## src/rtl/wrapper_pkg.sv

```systemverilog
// Shared definitions for the wrapper's result path: transmitter state
// encoding and the serial idle level.
package wrapper_pkg;
  typedef enum logic [1:0] {
    IDLE  = 2'b00,
    START = 2'b01,
    DATA  = 2'b10,
    STOP  = 2'b11
  } tx_state_e;

  localparam logic TXD_IDLE = 1'b1;
endpackage

```

## src/rtl/sync_fifo.sv

```systemverilog
// Small synchronous FIFO with first-word-fall-through read data. Flags are
// decoded from the registered count, so a same-cycle pop never frees room for a push.
module sync_fifo #(
  parameter int DATA_W = 8,
  parameter int DEPTH  = 4,
  localparam int AW    = $clog2(DEPTH)
) (
  input  logic              clk,
  input  logic              rst,
  input  logic              push,
  input  logic [DATA_W-1:0] din,
  input  logic              pop,
  output logic [DATA_W-1:0] dout,
  output logic              full,
  output logic              empty,
  output logic [AW:0]       count
);
  logic [DEPTH-1:0][DATA_W-1:0] mem_q;
  logic [AW-1:0] wptr_q, wptr_d, rptr_q, rptr_d;
  logic [AW:0]   cnt_q, cnt_d;
  logic          do_push, do_pop;

  assign full    = (cnt_q == (AW+1)'(DEPTH));
  assign empty   = (cnt_q == '0);
  assign count   = cnt_q;
  assign dout    = mem_q[rptr_q];
  assign do_push = push & ~full;
  assign do_pop  = pop & ~empty;

  // Power-of-two depth lets the pointers wrap by plain overflow.
  always_comb begin
    wptr_d = wptr_q;
    rptr_d = rptr_q;
    cnt_d  = cnt_q;
    if (do_push) wptr_d = wptr_q + 1'b1;
    if (do_pop)  rptr_d = rptr_q + 1'b1;
    case ({do_push, do_pop})
      2'b10:   cnt_d = cnt_q + 1'b1;
      2'b01:   cnt_d = cnt_q - 1'b1;
      default: cnt_d = cnt_q;
    endcase
  end

  always_ff @(posedge clk or posedge rst) begin
    if (rst) begin
      wptr_q <= '0;
      rptr_q <= '0;
      cnt_q  <= '0;
    end else begin
      wptr_q <= wptr_d;
      rptr_q <= rptr_d;
      cnt_q  <= cnt_d;
    end
  end

  always_ff @(posedge clk) begin
    if (do_push) mem_q[wptr_q] <= din;
  end
endmodule

```

## src/rtl/result_tx_buffer.sv

```systemverilog
// Result stream sink: buffers controller result words and serialises each
// one as an 8N1 frame on txd, chaining frames with no idle gap.
module result_tx_buffer
  import wrapper_pkg::*;
#(
  parameter int DATA_W       = 8,
  parameter int DEPTH        = 4,
  parameter int CLKS_PER_BIT = 16
) (
  input  logic              clk,
  input  logic              rst,
  input  logic              wr_req,
  input  logic [DATA_W-1:0] wr_data,
  output logic              full,
  output logic              busy,
  output logic              ovf,
  input  logic              ovf_clr,
  output logic              txd
);
  localparam int AW   = $clog2(DEPTH);
  localparam int BW   = $clog2(CLKS_PER_BIT);
  localparam int BITW = $clog2(DATA_W + 1);

  tx_state_e         state_q, state_d;
  logic [BW-1:0]     baud_q, baud_d;
  logic [BITW-1:0]   bit_q, bit_d;
  logic [DATA_W-1:0] shift_q, shift_d;
  logic              ovf_q, ovf_d;

  logic [DATA_W-1:0] fifo_dout;
  logic              fifo_full, fifo_empty, pop;
  logic [AW:0]       fifo_count;
  logic              baud_last;

  sync_fifo #(.DATA_W(DATA_W), .DEPTH(DEPTH)) u_fifo (
    .clk   (clk),
    .rst   (rst),
    .push  (wr_req),
    .din   (wr_data),
    .pop   (pop),
    .dout  (fifo_dout),
    .full  (fifo_full),
    .empty (fifo_empty),
    .count (fifo_count)
  );

  assign baud_last = (baud_q == BW'(CLKS_PER_BIT - 1));
  assign full      = fifo_full;
  assign busy      = (state_q != IDLE) || (fifo_count != '0);
  assign ovf       = ovf_q;

  // A write while full is lost; losing a word must never be masked by a clear.
  assign ovf_d = (wr_req & fifo_full) | (ovf_q & ~ovf_clr);

  always_ff @(posedge clk or posedge rst) begin
    if (rst) begin
      state_q <= IDLE;
      baud_q  <= '0;
      bit_q   <= '0;
      shift_q <= '0;
      ovf_q   <= 1'b0;
    end else begin
      state_q <= state_d;
      baud_q  <= baud_d;
      bit_q   <= bit_d;
      shift_q <= shift_d;
      ovf_q   <= ovf_d;
    end
  end

  always_comb begin
    state_d = state_q;
    baud_d  = baud_q;
    bit_d   = bit_q;
    shift_d = shift_q;
    case (state_q)
      IDLE: begin
        if (!fifo_empty) begin
          state_d = START;
          shift_d = fifo_dout;
          bit_d   = '0;
          baud_d  = '0;
        end
      end
      START: begin
        if (baud_last) begin
          baud_d  = '0;
          state_d = DATA;
        end else begin
          baud_d = baud_q + 1'b1;
        end
      end
      DATA: begin
        if (baud_last) begin
          baud_d  = '0;
          shift_d = shift_q >> 1;
          if (bit_q == BITW'(DATA_W - 1)) begin
            bit_d   = '0;
            state_d = STOP;
          end else begin
            bit_d = bit_q + 1'b1;
          end
        end else begin
          baud_d = baud_q + 1'b1;
        end
      end
      STOP: begin
        if (baud_last) begin
          baud_d = '0;
          // Chain straight into the next start bit when more words are queued.
          if (!fifo_empty) begin
            state_d = START;
            shift_d = fifo_dout;
            bit_d   = '0;
          end else begin
            state_d = IDLE;
          end
        end else begin
          baud_d = baud_q + 1'b1;
        end
      end
      default: state_d = IDLE;
    endcase
  end

  always_comb begin
    pop = 1'b0;
    txd = TXD_IDLE;
    case (state_q)
      IDLE:    pop = !fifo_empty;
      START:   txd = 1'b0;
      DATA:    txd = shift_q[0];
      STOP:    pop = baud_last && !fifo_empty;
      default: txd = TXD_IDLE;
    endcase
  end
endmodule

```

## config.mk

```make
export PLATFORM = sky130hd
export DESIGN_NAME = result_tx_buffer
export DESIGN_NICKNAME = d
export VERILOG_FILES = /design/src/rtl/wrapper_pkg.sv /design/src/rtl/sync_fifo.sv /design/src/rtl/result_tx_buffer.sv
export SDC_FILE = /design/constraint.sdc
export NUM_CORES = 1
export LEC_CHECK = 0
export CAP_MARGIN = 20
export CORE_MARGIN = 10
export CORE_UTILIZATION = 59
export CTS_BUF_LIST = sky130_fd_sc_hd__clkbuf_8 sky130_fd_sc_hd__clkbuf_16
export CTS_CLUSTER_DIAMETER = 60
export DETAILED_ROUTE_END_ITERATION = 8
export PLACE_DENSITY_LB_ADDON = 0.08
export SYNTH_ARGS = -nofsm -noshare
export SYNTH_HDL_FRONTEND = slang
export SYNTH_SLANG_ARGS = --single-unit
```

## constraint.sdc

```tcl
create_clock -name clk -period 2.6 [get_ports clk]
set_input_delay 0.26 -clock clk [delete_from_list [all_inputs] [get_ports clk]]
set_output_delay 0.26 -clock clk [all_outputs]
set_load 0.005 [all_outputs]
```

==> results of run 1 <==
through the flow:
step                power (mW)  instances
floorplan                 2.53        190
global placement          2.77        254
detailed placement        2.86        254
CTS                       3.79        270
global route              4.04        270
finish                    3.77        270
worst min path at each step:
stage,startpoint,endpoint,slack (ns),cells after the start
after floorplan,rst,baud_q[0]$_DFFE_PP0P_,0.30,1
after CTS,rst,u_fifo.count[1]$_DFFE_PP0P_,0.30,3
after detailed placement,shift_q[7]$_DFFE_PP0P_,shift_q[7]$_DFFE_PP0P_,0.49,2
final,rst,u_fifo.count[2]$_DFFE_PP0P_,0.29,3
after global placement,shift_q[7]$_DFFE_PP0P_,shift_q[7]$_DFFE_PP0P_,0.47,2
after global routing,rst,u_fifo.count[0]$_DFFE_PP0P_,0.34,3
flip-flops by register name, summed over array words and instances (netlist names):
signal / cells
baud_q: 4
state_q: 2
u_fifo.mem_q: 32
ovf: 1
u_fifo.count: 3
u_fifo.wptr_q: 2
bit_q: 4
shift_q: 8
u_fifo.rptr_q: 2
routing by layer:
| metal | share of wire | track usage |
|---|---|---|
| met5 | 0 | 0 |
| met4 | 0.017 | 0.0696 |
| met3 | 0.035 | 0.0334 |
| met2 | 0.52 | 0.218 |
| met1 | 0.43 | 0.157 |
kinds of logic (layout without fill, tap and decap cells):
logic type / count (synthesis) / after routing / share of synthesized area
fa+ha+maj: 13 / 13 / 0.0630
mux: 11 / 11 / 0.0870
compound gates: 39 / 39 / 0.101
buf+inv: 18 / 46 / 0.0375
simple gates: 45 / 45 / 0.0958
xor+xnor: 6 / 6 / 0.0194
flops: 58 / 58 / 0.596
power breakdown:
part | internal [mW] | switching (mW) | leakage, nW | total, mW
Combinational | 0.647 | 0.682 | 0.513 | 1.33
Clock | 0.547 | 0.379 | 0.106 | 0.926
Sequential | 1.27 | 0.242 | 0.613 | 1.51
tightest hold or removal path, delay by kind of cell:
| kind | cells | cell delay [ns] |
|---|---|---|
| buffers and inverters | 3 | 0.77 |
layout make-up:
cell class	count	area (sq um)
clock inverters	7	101
well taps	52	65.1
multi-input cells	114	992
fillers	304	1280
repair buffers	17	165
clock buffers	9	124
flip-flops and latches	58	1610
inverters	13	48.8
synthesized netlist by cell type, drive strengths merged (4+ instances only):
library cell / n / area share
a21oi: 7 / 0.013
a221o: 5 / 0.019
and2: 4 / 0.0093
and3: 8 / 0.021
buf: 4 / 0.014
dfrtp: 26 / 0.24
edfxtp: 32 / 0.36
ha: 12 / 0.056
inv: 13 / 0.018
mux4: 8 / 0.074
nand2: 13 / 0.018
nand3: 4 / 0.0074
nor2: 5 / 0.0069
o21ai: 12 / 0.022
o22ai: 4 / 0.0093
timing repair:
action | in CTS | in global routing
setup buffers | 0 | 0
hold buffers | 0 | 0
setup endpoints to repair | 0 | 1
resized for setup | 0 | 1
==> out/summary.txt, run 1 <==
Status - finished clean
Syn Std Cell Area - 2700 sq um
Cell class contributing the biggest share of worst-path delay - adder cells
Port bufs - 15
Pwr Density - 1210 nW/um^2
Hold Worst Slack - 0.294 ns
Clock-pin transition on the worst setup and hold timing paths - 0.07 ns
Max-cap violation count - 0
Required time of the critical path - 2.86 ns
Delay of the slowest cell on the worst path - 0.43 ns
Clock sink total - 58
Global-route wire length before repair - 7.95 mm
Critical path arrival - 2.58 ns
Std cell rows - 24
Pins over their slew limit - 0
Maximum fanout count along the critical path - 5
Worst Reg2Reg Path Length in Cells - 9
Ratio of final minimum period to clock period - 0.893
Mean cell area of the mapped netlist - 14.2 sq um
Highest Clock Rate - 0.431 GHz
Final number of hold-violating endpoints - 0
Max clock buf depth - 2
Worst Hold Class - in -> async
Worst rel slew slack - 0.628
Sequential cell area fraction in the yosys report - 0.596
Aggregate negative setup slack - 0 ns
DR vias - 1591
Total of flip-flops plus latches after synthesis - 58
Instance count on the critical path - 9
Root cell of the clock tree - sky130_fd_sc_hd__clkbuf_8
Setup crit start - state_q[0]$_DFFE_PP0P_
DR pass1 iterations - 4
Commonest cells after routing, fill and taps aside - 32 x sky130_fd_sc_hd__edfxtp_1, 26 x sky130_fd_sc_hd__dfrtp_1, 15 x sky130_fd_sc_hd__clkdlybuf4s50_1
Cell area after placement - 2880 sq um
CP Buf/Inv Count - 2
Routed wire length per instance - 17.1 microns
Antenna violations before repair - 0
Vias per std cell - 5.89
Number of top-level design ports - 16
Leakage - 1.23 nW
Maximum ir drop on the vdd rail - 0.653 mV
Fraction of layout instances using a drive strength above 1 - 0.156
Setup slack on the worst flop-to-flop path - 0.28 ns
Number of enable flip-flop cells after synthesis - 32
Clock tree from TritonCTS - built
Top FF cell, synth - sky130_fd_sc_hd__edfxtp_1
Async SR Flop Fraction - 0.448
Post-DP HPWL - 3.28 mm
Final core utilization - 0.709
Count of antenna-violating nets left after detailed routing - 0
H-tree level count - 3
Final Skew - 0.00846 ns
Gpl congestion - 0.793
Pin count of the biggest net entering global routing - 27
Unrepaired setup endpoints after global routing - false
Category of the most critical setup path - reg -> reg
# diodes - 0
Number of global-route vias before repair - 1708
DRC violations left - 0
Terminus of the critical flop-to-flop path - u_fifo.count[2]$_DFFE_PP0P_
Slew at the pin closest to its max-slew limit - 0.558 ns
Clock insertion delay at the later pin of the skew report - 0.33 ns
Chip height - 87.7 microns
Total length of routed wires - 4.62 mm
Most common cell after layout, fill and taps aside - sky130_fd_sc_hd__edfxtp_1
Element type at the critical path start - flip-flop
Startpoint of the lowest-slack register-to-register path - state_q[0]$_DFFE_PP0P_
Growth of design area from synthesis to finish - 15.0%
Final instance area - 3110 sq um
Synthesis warning total - 0
Total track usage - 0.133
Worst path setup slack after routing - 0.277 ns
Final setup violation count - 0
Chain of cells forming the critical path - inv_1 > ha_1 > nor3_1 > ha_1 > inv_1 > fa_1 > xor2_1 > nor2_1 > xor2_1
Die span in x - 87.7 microns
Crit path time final - 2.32 ns
Unique cell type count in the Yosys netlist - 44
Mapped Cells - 190
Core area - 4380 sq um
First-iteration detailed-routing DRC count - 145
Overflow after GRT - 0
Sort of element at the end of the critical path - flip-flop
Number of buffers added by the clock tree synthesis step - 9
Number of nets in the layout - 238
Net Count, Synth - 215
Floorplan die area - 7690 sq um
Worst slack at placement - 0.269 ns
Starting Density - 0.616
Slowest cell on the critical path - sky130_fd_sc_hd__dfrtp_1
Critical Path Sink - u_fifo.count[2]$_DFFE_PP0P_
Power figures use the tool's default switching activity.
==> run 2: changes to the inputs <==
- CORE_UTILIZATION: 59 -> 55
- CTS_BUF_LIST: sky130_fd_sc_hd__clkbuf_8 sky130_fd_sc_hd__clkbuf_16 -> sky130_fd_sc_hd__clkbuf_2
- clock period: 2.6 -> 2 ns (I/O delays scaled with it)
==> out/summary.txt, run 2 (synthesis gave the netlist of run 1 again) <==
Element type at the critical path start - flip-flop (unchanged)
Floorplan die area - 8120 sq um (was 7690 sq um)
Number of instances in the placed design - 286 (was 254)
Clock tree from TritonCTS - built (unchanged)
Top flop regs - u_fifo.mem_q x32, shift_q x8 (unchanged)
Leakage - 1.31 nW (was 1.23 nW)
H-tree level count - 3 (unchanged)
Hold Worst Slack - 0.0558 ns (was 0.294 ns)
Crit path time final - 2.10 ns (was 2.32 ns)
Number of global-route vias before repair - 1756 (was 1708)
Sw frac - 0.355 (was 0.346)
Slew at the pin closest to its max-slew limit - 0.433 ns (was 0.558 ns)
Vias per std cell - 5.44 (was 5.89)
Number of top-level design ports - 16 (unchanged)
Status - finished, violations left (was finished clean)
Die span in x - 90.1 microns (was 87.7 microns)
Final instance area - 3270 sq um (was 3110 sq um)
DRC violations left - 0 (unchanged)
Clock insertion delay at the later pin of the skew report - 0.47 ns (was 0.33 ns)
Final setup violation count - 1 (was 0)
Cell Count, Final, Fillers Out - 307 (was 270)
Count of antenna-violating nets left after detailed routing - 0 (unchanged)
Pin count of the biggest net entering global routing - 27 (unchanged)
Number of flip-flops in the largest register - 32 (unchanged)
Sort of element at the end of the critical path - flip-flop (unchanged)
Root cell of the clock tree - sky130_fd_sc_hd__clkbuf_2 (was sky130_fd_sc_hd__clkbuf_8)
Ratio of final minimum period to clock period - 1.05 (was 0.893)
Pins over their slew limit - 0 (unchanged)
Overflow after GRT - 0 (unchanged)
Clock-pin transition on the worst setup and hold timing paths - 0.17 ns (was 0.07 ns)
DR vias - 1671 (was 1591)
Most flops, register - u_fifo.mem_q (unchanged)
Number of hold-repair buffers added at the cts stage - 0 (unchanged)
Gpl congestion - 0.818 (was 0.793)
Growth of design area from synthesis to finish - 21.0% (was 15.0%)
Antenna violations before repair - 0 (unchanged)
Clock sink total - 58 (unchanged)
Category of the most critical setup path - reg -> reg (unchanged)
Fraction of power consumed by combinational cells - 0.448 (was 0.353)
Highest Clock Rate - 0.476 GHz (was 0.431 GHz)
Post-DP HPWL - 3.60 mm (was 3.28 mm)
Maximum ir drop on the vdd rail - 0.743 mV (was 0.653 mV)
Final Skew - 0.0160 ns (was 0.00846 ns)
Routed wire length per instance - 16.2 microns (was 17.1 microns)
DR pass1 iterations - 4 (unchanged)
Required time of the critical path - 2.39 ns (was 2.86 ns)
Net switching power - 1.78 mW (was 1.30 mW)
Worst rel slew slack - 0.711 (was 0.628)
Fraction of layout instances using a drive strength above 1 - 0.296 (was 0.156)
Starting Density - 0.568 (was 0.616)
Failing checks - negative setup slack
# diodes - 0 (unchanged)
Commonest cells after routing, fill and taps aside - 32 x sky130_fd_sc_hd__edfxtp_1, 25 x sky130_fd_sc_hd__dfrtp_1, 22 x sky130_fd_sc_hd__buf_4 (was 32 x sky130_fd_sc_hd__edfxtp_1, 26 x sky130_fd_sc_hd__dfrtp_1, 15 x sky130_fd_sc_hd__clkdlybuf4s50_1)
Chip height - 90.1 microns (was 87.7 microns)
Worst path setup slack after routing - -0.100 ns (was 0.277 ns)
Total track usage - 0.131 (was 0.133)
Power consumption - 5.00 mW (was 3.77 mW)
Number of buffers added by the clock tree synthesis step - 9 (unchanged)
Number of nets in the layout - 260 (was 238)
Max clock buf depth - 2 (unchanged)
Sequential group share of total power - 0.385 (was 0.401)
Core area - 4750 sq um (was 4380 sq um)
Worst Hold Class - in -> async (unchanged)
Max-cap violation count - 0 (unchanged)
Clock network fraction of design power - 0.167 (was 0.246)
Final number of hold-violating endpoints - 0 (unchanged)
Power Internal - 3.23 mW (was 2.46 mW)
Port bufs - 15 (unchanged)
First-iteration detailed-routing DRC count - 75 (was 145)
Unrepaired setup endpoints after global routing - true (was false)
Std cell rows - 25 (was 24)
Cell area after placement - 3070 sq um (was 2880 sq um)
Most common cell after layout, fill and taps aside - sky130_fd_sc_hd__edfxtp_1 (unchanged)
Critical path arrival - 2.49 ns (was 2.58 ns)
Maximum fanout count along the critical path - 3 (was 5)
Pwr Density - 1530 nW/um^2 (was 1210 nW/um^2)
Global-route wire length before repair - 8.45 mm (was 7.95 mm)
Total length of routed wires - 4.99 mm (was 4.62 mm)
run 2: cell types whose count changed in the layout (fill, tap and decap cells not counted), moves of 3 or more:
cell,delta
sky130_fd_sc_hd__clkbuf_8,-9
sky130_fd_sc_hd__ha_4,+3
sky130_fd_sc_hd__inv_2,+3
sky130_fd_sc_hd__ha_1,-5
sky130_fd_sc_hd__buf_4,+20
sky130_fd_sc_hd__clkbuf_2,+12
sky130_fd_sc_hd__inv_1,-3
run 2: power by group through the flow:
stage	registers [mW]	clock network (mW)	logic, mW
4_1_cts	1.92	0.857	2.22
6_report	1.93	0.835	2.24
3_3_place_gp	1.93	0	1.99
2_1_floorplan	1.87	0	1.51
5_1_grt	1.97	0.921	2.49
3_5_place_dp	1.96	0	2.09
run 2: cell type report:
type                            count  area [sq um]
Inverter                           13          48.8
Clock inverter                      6          81.3
Multi-Input combinational cell    114          1070
Tap cell                           67          83.8
Timing Repair Buffer               39           328
Clock buffer                       10          50.0
Sequential cell                    58          1610
Fill cell                         354          1480
run 2: layer usage:
metal	global-route usage	wire (microns)	part of all wire
met1	0.145	2120	0.42
met3	0.0316	199	0.040
met5	0	0	0
met4	0.0836	122	0.024
met2	0.220	2550	0.51
run 2: worst max-delay path, cell delays in order (launching register included):
cell                      delay (ns)
sky130_fd_sc_hd__dfrtp_1        0.45
sky130_fd_sc_hd__buf_6          0.12
sky130_fd_sc_hd__ha_4           0.12
sky130_fd_sc_hd__a41oi_2        0.14
sky130_fd_sc_hd__nor3_4         0.15
sky130_fd_sc_hd__ha_2           0.22
sky130_fd_sc_hd__inv_2          0.04
sky130_fd_sc_hd__fa_2           0.33
sky130_fd_sc_hd__xor2_1         0.15
sky130_fd_sc_hd__nor2_1         0.12
sky130_fd_sc_hd__xor2_1         0.17
run 2: worst paths after layout:
kind                                        start                           to  slack, ns  cells past startpoint
max                        state_q[0]$_DFFE_PP0P_  u_fifo.count[2]$_DFFE_PP0P_      -0.10                     10
min                                           rst        baud_q[2]$_DFFE_PP0P_       0.06                      3
max reg2reg                state_q[0]$_DFFE_PP0P_  u_fifo.count[2]$_DFFE_PP0P_      -0.10                     10
min reg2reg                shift_q[7]$_DFFE_PP0P_       shift_q[7]$_DFFE_PP0P_       0.52                      2
max in group asynchronous                     rst       state_q[1]$_DFFE_PP0P_       1.68                      3
min in group clk                          ovf_clr                ovf$_DFF_PP0_       0.28                      2
run 2: repair_timing:
action                                 in CTS  in global routing
resized for setup                           9                  7
endpoints found under the hold margin       0                  0
pin swaps                                   3                  2
buffers inserted                            3                  2
setup endpoints to repair                   4                  8
run 2: through the flow:
step                      utilization  setup slack [ns]  setup TNS (ns)
after detailed placement        0.646            -0.101          -0.101
final                           0.688            -0.100          -0.100
after floorplan                     -           -0.0402         -0.0402
after global routing            0.688            -0.219          -0.306
after global placement          0.646            0.0278               0
after CTS                       0.683            -0.103          -0.154
